--- src/rtl/hub75_scan_scheduler.sv ---
// hub75_scan_scheduler: HUB75 bit-plane (BCM) scan sequencer driving shift, latch and output-enable timing
module hub75_scan_scheduler #(
    parameter int unsigned COLS       = 64,
    parameter int unsigned ROWS       = 32,
    parameter int unsigned BPC        = 4,
    parameter int unsigned BASE_ON    = 16,
    parameter int unsigned COL_BITS   = 6,
    parameter int unsigned ROW_BITS   = 5,
    parameter int unsigned PLANE_BITS = 2
) (
    input  logic                  clk,
    input  logic                  rst_n,
    input  logic                  tick,
    input  logic                  enable,
    output logic [COL_BITS-1:0]   rd_col,
    output logic [ROW_BITS-1:0]   rd_row,
    output logic [PLANE_BITS-1:0] rd_plane,
    output logic                  pix_load,
    output logic                  h75_clk,
    output logic                  h75_lat,
    output logic                  h75_oe_n,
    output logic [ROW_BITS-1:0]   h75_addr,
    output logic                  frame_done,
    output logic                  busy
);
    localparam int unsigned CNT_W = $clog2((BASE_ON << (BPC - 1)) + 1);

    typedef enum logic [2:0] {IDLE, SHIFT_LO, SHIFT_HI, LATCH, DISPLAY} state_t;

    state_t                state_q, state_d;
    logic [COL_BITS-1:0]   rd_col_q, rd_col_d;
    logic [ROW_BITS-1:0]   rd_row_q, rd_row_d;
    logic [PLANE_BITS-1:0] rd_plane_q, rd_plane_d;
    logic [ROW_BITS-1:0]   cur_row_q, cur_row_d;
    logic [PLANE_BITS-1:0] cur_plane_q, cur_plane_d;
    logic [CNT_W-1:0]      cnt_q, cnt_d;
    logic                  pix_load_q, pix_load_d;
    logic                  h75_clk_q, h75_clk_d;
    logic                  h75_lat_q, h75_lat_d;
    logic                  h75_oe_n_q, h75_oe_n_d;
    logic [ROW_BITS-1:0]   h75_addr_q, h75_addr_d;
    logic                  frame_done_q, frame_done_d;

    logic last_col, last_plane, last_row, last_cnt;

    assign last_col   = rd_col_q == COL_BITS'(COLS - 1);
    assign last_plane = rd_plane_q == PLANE_BITS'(BPC - 1);
    assign last_row   = rd_row_q == ROW_BITS'(ROWS - 1);
    assign last_cnt   = cnt_q == CNT_W'(1);

    // Next-state and next-output logic; everything advances only on tick, pulses self-clear every clk
    always_comb begin
        state_d      = state_q;
        rd_col_d     = rd_col_q;
        rd_row_d     = rd_row_q;
        rd_plane_d   = rd_plane_q;
        cur_row_d    = cur_row_q;
        cur_plane_d  = cur_plane_q;
        cnt_d        = cnt_q;
        pix_load_d   = 1'b0;
        h75_clk_d    = h75_clk_q;
        h75_lat_d    = h75_lat_q;
        h75_oe_n_d   = h75_oe_n_q;
        h75_addr_d   = h75_addr_q;
        frame_done_d = 1'b0;
        if (tick) begin
            case (state_q)
                IDLE: begin
                    state_d = enable ? SHIFT_LO : IDLE;
                end
                SHIFT_LO: begin
                    h75_clk_d  = 1'b0;
                    pix_load_d = 1'b1;
                    state_d    = SHIFT_HI;
                end
                SHIFT_HI: begin
                    h75_clk_d = 1'b1;
                    rd_col_d  = last_col ? '0 : rd_col_q + 1'b1;
                    state_d   = last_col ? LATCH : SHIFT_LO;
                    if (last_col) begin
                        cur_row_d   = rd_row_q;
                        cur_plane_d = rd_plane_q;
                        rd_plane_d  = last_plane ? '0 : rd_plane_q + 1'b1;
                        rd_row_d    = !last_plane ? rd_row_q : (last_row ? '0 : rd_row_q + 1'b1);
                    end
                end
                LATCH: begin
                    h75_clk_d  = 1'b0;
                    h75_lat_d  = 1'b1;
                    h75_addr_d = cur_row_q;
                    cnt_d      = CNT_W'(BASE_ON) << cur_plane_q;
                    state_d    = DISPLAY;
                end
                DISPLAY: begin
                    h75_lat_d    = 1'b0;
                    cnt_d        = cnt_q - 1'b1;
                    h75_oe_n_d   = last_cnt;
                    frame_done_d = last_cnt && cur_row_q == ROW_BITS'(ROWS - 1)
                                   && cur_plane_q == PLANE_BITS'(BPC - 1);
                    state_d      = !last_cnt ? DISPLAY : (enable ? SHIFT_LO : IDLE);
                end
                default: state_d = IDLE;
            endcase
        end
    end

    // State and output registers with synchronous active-low reset
    always_ff @(posedge clk) begin
        if (!rst_n) begin
            state_q      <= IDLE;
            rd_col_q     <= '0;
            rd_row_q     <= '0;
            rd_plane_q   <= '0;
            cur_row_q    <= '0;
            cur_plane_q  <= '0;
            cnt_q        <= '0;
            pix_load_q   <= 1'b0;
            h75_clk_q    <= 1'b0;
            h75_lat_q    <= 1'b0;
            h75_oe_n_q   <= 1'b1;
            h75_addr_q   <= '0;
            frame_done_q <= 1'b0;
        end else begin
            state_q      <= state_d;
            rd_col_q     <= rd_col_d;
            rd_row_q     <= rd_row_d;
            rd_plane_q   <= rd_plane_d;
            cur_row_q    <= cur_row_d;
            cur_plane_q  <= cur_plane_d;
            cnt_q        <= cnt_d;
            pix_load_q   <= pix_load_d;
            h75_clk_q    <= h75_clk_d;
            h75_lat_q    <= h75_lat_d;
            h75_oe_n_q   <= h75_oe_n_d;
            h75_addr_q   <= h75_addr_d;
            frame_done_q <= frame_done_d;
        end
    end

    assign rd_col     = rd_col_q;
    assign rd_row     = rd_row_q;
    assign rd_plane   = rd_plane_q;
    assign pix_load   = pix_load_q;
    assign h75_clk    = h75_clk_q;
    assign h75_lat    = h75_lat_q;
    assign h75_oe_n   = h75_oe_n_q;
    assign h75_addr   = h75_addr_q;
    assign frame_done = frame_done_q;
    assign busy       = state_q != IDLE;
endmodule

--- config.mk ---
export PLATFORM = sky130hd
export DESIGN_NAME = hub75_scan_scheduler
export DESIGN_NICKNAME = d
export VERILOG_FILES = /design/src/rtl/hub75_scan_scheduler.sv
export SDC_FILE = /design/constraint.sdc
export NUM_CORES = 1
export LEC_CHECK = 0
export CORE_ASPECT_RATIO = 0.7
export CORE_MARGIN = 4
export CORE_UTILIZATION = 48
export CTS_CLUSTER_DIAMETER = 60
export DETAILED_ROUTE_END_ITERATION = 7
export HOLD_SLACK_MARGIN = 0.15
export MAX_ROUTING_LAYER = met4
export PLACE_DENSITY = 0.84
export SLEW_MARGIN = 10
export SYNTH_ARGS = -nofsm -noshare
export SYNTH_HDL_FRONTEND = slang
export SYNTH_SLANG_ARGS = --single-unit
export TNS_END_PERCENT = 1
--- constraint.sdc ---
create_clock -name clk -period 1.9 [get_ports clk]
set_clock_uncertainty 0.15 [all_clocks]
set_input_delay 0.57 -clock clk [delete_from_list [all_inputs] [get_ports clk]]
set_output_delay 0.57 -clock clk [all_outputs]
set_load 0.03 [all_outputs]
**Word level (Yosys, flattened, before mapping)**

Index checks and enable logic that the tools add are counted.

- Register bits after elaboration: 41
- Bits of input ports: 4
- Output and inout port bits: 24
- Word-level logic and storage cells: 55

- Add/subtract/negate cells: 4
- Equal/unequal tests: 10
- Shift operators: 1
- Multiplexer cells: 11
- Reductions and logical operators: 16

Operators with widths:

| cell | number |
|---|---|
| $pmux 8 s2 | 1 |
| $pmux 3 s5 | 1 |
| $reduce_and 2->1 | 6 |
| $eq 5x5->1 const B | 2 |
| $eq 8x1->1 const B | 1 |
| $shl 5x2->8 const A | 1 |
| $sub 8x1->8 const B | 1 |
| $add 6x1->6 const B | 1 |
| $eq 3x2->1 const B | 2 |
| $eq 6x6->1 const B | 1 |
| $mux 6 | 1 |
| $reduce_and 3->1 | 2 |
| $add 5x1->5 const B | 1 |
| $mux 5 | 1 |
| $eq 2x2->1 const B | 2 |
| $mux 2 | 2 |
| $pmux 1 s2 | 2 |
| $reduce_and 4->1 | 1 |
| $reduce_bool 2->1 | 2 |
| $eq 3x1->1 const B | 1 |
| $eq 3x3->1 const B | 1 |
| $logic_not 3->1 | 1 |
| $mux 3 | 1 |
| $reduce_bool 3->1 | 1 |
| 4 further kinds | 6 |

**Longest topological paths before layout**

- Depth in word-level cells: 4
- Mapped depth: 6
- Gate-level depth less buffers: 6

**Worst setup path after synthesis**

OpenSTA, ideal clock, no wires.

- Path type: register to register
- From: register rd_col_q[0], in the netlist rd_col[0]
- To: register rd_row_q[2], in the netlist rd_row[2]
- Setup time: 0.070 ns
- Arrival time: 1.847 ns
- Data required time: 1.680 ns
- Path slack: -0.168 ns
- Stages on the path, launching flop included: 6
- Buffers on the path: 0
- Period minus slack after synthesis: 2.068 ns
- Cell sequence: dfxtp_1 > ha_1 > and4_4 > nand4_4 > or4b_1 > a21oi_1

- Word-level cells in the longest chain between the ends: 2

Ends and longest elaborated chain:

| what | RTL line | text |
|---|---|---|
| start, declared | 31 | `logic [COL_BITS-1:0] rd_col_q, rd_col_d;` |
| start signal, assigned | 125 | `rd_col_q <= rd_col_d;` |
| $eq 6x6->1 | 46 | `assign last_col = rd_col_q == COL_BITS'(COLS - 1);` |
| $reduce_and 4->1 (no source line) | n/a |  |
| end signal, assigned | 126 | `rd_row_q <= rd_row_d;` |
| end, declared | 32 | `logic [ROW_BITS-1:0] rd_row_q, rd_row_d;` |

Every way passes these cells.
A chain may end at the register's enable or synchronous reset.

**Worst setup path in the final report**

- From: register state_q[0]
- To: output busy

- Word-level cells in the longest chain between the ends: 1

Ends and longest elaborated chain:

| what | RTL line | text |
|---|---|---|
| start, declared | 30 | `state_t state_q, state_d;` |
| start signal, assigned | 124 | `state_q <= state_d;` |
| $reduce_bool 3->1 | 149 | `assign busy = state_q != IDLE;` |
| end, declared | 24 | `output logic busy` |

Every way passes these cells.

==> impl_metrics.json <==
{
  "grt_max_degree": 21,
  "yosysWarnings": 0,
  "vias": 1827,
  "hpwl_um": 3360,
  "fin_util": 0.680,
  "drv_cap": 0,
  "power_density_nw_per_um2": 611,
  "power.share.switching": 0.221,
  "io_pins": 28,
  "grt_usage": 0.208,
  "total_leakage_power_nw": 1.16,
  "hold_depth": 2,
  "reg2reg_depth": 5,
  "slew_viol_final": 0,
  "synth.area.top_cells": "dfxtp_1, nand2_1, mux2i_1, a21oi_1, nor2_1",
  "die_y_um": 60.7,
  "syn-instance-count": 220,
  "vdd_drop_max_mv": 0.436,
  "synth_area_leader_cell": "dfxtp_1",
  "period_share": 0.982,
  "relSlewSlack": 0.713,
  "path_depth": 2,
  "wl_per_cell_um": 14.1,
  "worstPathRequired_ns": 1.18,
  "worstPathMaxFanout": 2,
  "ys_ff_latch": 41,
  "yosys-top-cells-count": "dfxtp_1, nand2_1, nor2_1",
  "drt-initial-drc-count": 70,
  "rows": 18,
  "clk-insertion-delay-late_ns": 0.29,
  "outcome": "finished clean",
  "post-cts-setup-buffers": 0,
  "ant_nets": 0,
  "die_w_um": 83.3,
  "fin_crit_ns": 1.87,
  "hold_class": "flip-flop to flip-flop",
  "gp_congestion": 0.822,
  "p_switching_mw": 0.337,
  "start_kind": "flip-flop",
  "fin_hold_ws_ns": 0.306,
  "crit_family": "simple AND/OR/NAND/NOR gates",
  "critPathArrivalTime_ns": 1.15,
  "via_per_inst": 5.64,
  "grt_pass1_vias": 1725,
  "areaGrowthSynthToFinish_pct": 31.1,
  "cts_buffers": 5,
  "clockRootBuffer": "clkbuf_8",
  "drive_gt1_frac": 0.197,
  "clock-sinks": 41,
  "path_clk_slew_ns": 0.07,
  "critPathCaptureType": "output pin",
  "yosys.cell_count.top_type": "dfxtp_1",
  "die_area_um2": 5060,
  "cts_max_path_buffers": 2,
  "drc": 0,
  "coreArea_um2": 3670,
  "overflow": 0,
  "finalPower_mw": 1.52,
  "synthArstFlopShare": 0,
  "synth_edf_count": 0,
  "power_frac_comb": 0.053,
  "p_int_mw": 1.19,
  "tightest_slew_ns": 0.427,
  "path_buf_inv": 1,
  "rsz0062_at_grt": "yes",
  "ys_types": 43,
  "netlist_area_um2": 1900,
  "hold_viol": 0,
  "portBuffers": 27,
  "avgSynthCellArea_um2": 8.66,
  "critPathMaxStageDelay_ns": 0.37,
  "fin_nets": 283,
  "initial_utilization": 0.519,
  "pwr-share-seq": 0.565,
  "fmax_mhz": 536,
  "synth_top_area_share": 0.431,
  "synth_nets": 230,
  "cts_tree": "done",
  "p_clk_frac": 0.382,
  "setup_viol": 0,
  "antenna_found_initial": 0,
  "synth-seq-area-share": 0.431,
  "critPathKind": "flip-flop to output pin",
  "cp_cell_sequence": "or3_1, buf_2",
  "grt_pass1_wl_um": 8070,
  "n_antenna_cell": 0,
  "dr.pass1.iters": 4,
  "ys.flop_type": "dfxtp_1",
  "finalWirelength_um": 4570,
  "critical_path.slowest_cell": "or3_1",
  "cts.htree.levels": 2
}
layer usage:
metal	global-route usage	part of all wire
met5	-	0
met4	0.0862	0.017
met3	0.0502	0.046
met2	0.311	0.44
met1	0.272	0.50
power by group through the flow:
stage	logic, mW	clock network, mW	registers (mW)
CTS	0.0805	0.596	0.863
global placement	0.0810	0	0.883
floorplan	0.0420	0	0.886
detailed placement	0.0825	0	0.883
global route	0.0882	0.640	0.862
finish	0.0801	0.583	0.862
state kept, by name, summed over array words and instances (netlist names):
signal / count
h75_clk: 1
pix_load: 1
rd_col: 6
cnt_q: 8
cur_row_q: 5
state_q: 3
rd_plane: 2
h75_oe_n: 1
cur_plane_q: 2
frame_done: 1
rd_row: 5
h75_addr: 5
h75_lat: 1
kinds of logic after synthesis:
logic type      synth area share
fa+ha+maj                 0.0394
simple gates               0.260
xor+xnor                 0.00920
mux                       0.0585
flops                      0.431
buf+inv                   0.0420
compound gates             0.160
worst reg2reg max path: stages (launching register included):
cell and delay (ns):
dfxtp_4 0.38, ha_1 0.22, and3_1 0.19, ha_1 0.20, or4b_1 0.52, a21oi_2 0.12
cell type report:
| cell class | count | area [um^2] |
|---|---|---|
| repair buffers | 59 | 479 |
| fillers | 303 | 1170 |
| multi-input cells | 161 | 1010 |
| inverters | 5 | 18.8 |
| flip-flops and latches | 41 | 832 |
| well taps | 50 | 62.6 |
| clock buffers | 8 | 90.1 |
cells in the final DEF (no fill, tap or decap), types with 3 or more instances in the layout:
master         instances
a211o_1                3
a21oi_1               17
a21oi_2                3
a31oi_1                6
buf_4                 32
clkbuf_8               6
dfxtp_1               38
dfxtp_4                3
dlygate4sd2_1         22
ha_1                   5
inv_1                  4
mux2i_1               10
nand2_1               31
nand3_1                7
nand3b_1               3
nand4_1                6
nor2_1                23
nor3_1                 3
nor4_1                 3
o21ai_0                4
o21ai_1                4
o22ai_1                3
or3_1                  4
per-stage QoR:
stage | cells | TNS (ns) | setup WS, ns | area [um^2]
finish | 324 | 0 | 0.0350 | 2500
global placement | 316 | -10.0 | -0.425 | 2420
floorplan | 220 | 0 | 0.0154 | 1910
detailed placement | 316 | -10.66 | -0.487 | 2420
CTS | 324 | -0.0866 | -0.0866 | 2490
global route | 324 | -0.00769 | -0.00769 | 2500
what timing repair did:
| action | 4_1_cts | 5_1_grt |
|---|---|---|
| endpoints found under the setup margin | 39 | 3 |
| resized for setup | 29 | 6 |
| hold buffers | 0 | 0 |
| pin swaps | 3 | 2 |
| endpoints found under the hold margin | 0 | 0 |
final timing paths:
path / start / to / slack, ns
worst max register to register: rd_row[0] / rd_row[2] / 0.06
worst min register to register: h75_addr[3] / h75_addr[3] / 0.31
worst min-delay path: h75_addr[3] / h75_addr[3] / 0.31
worst max-delay path: state_q[0] / busy / 0.03
No activity file was read; power rests on OpenSTA's default activity.
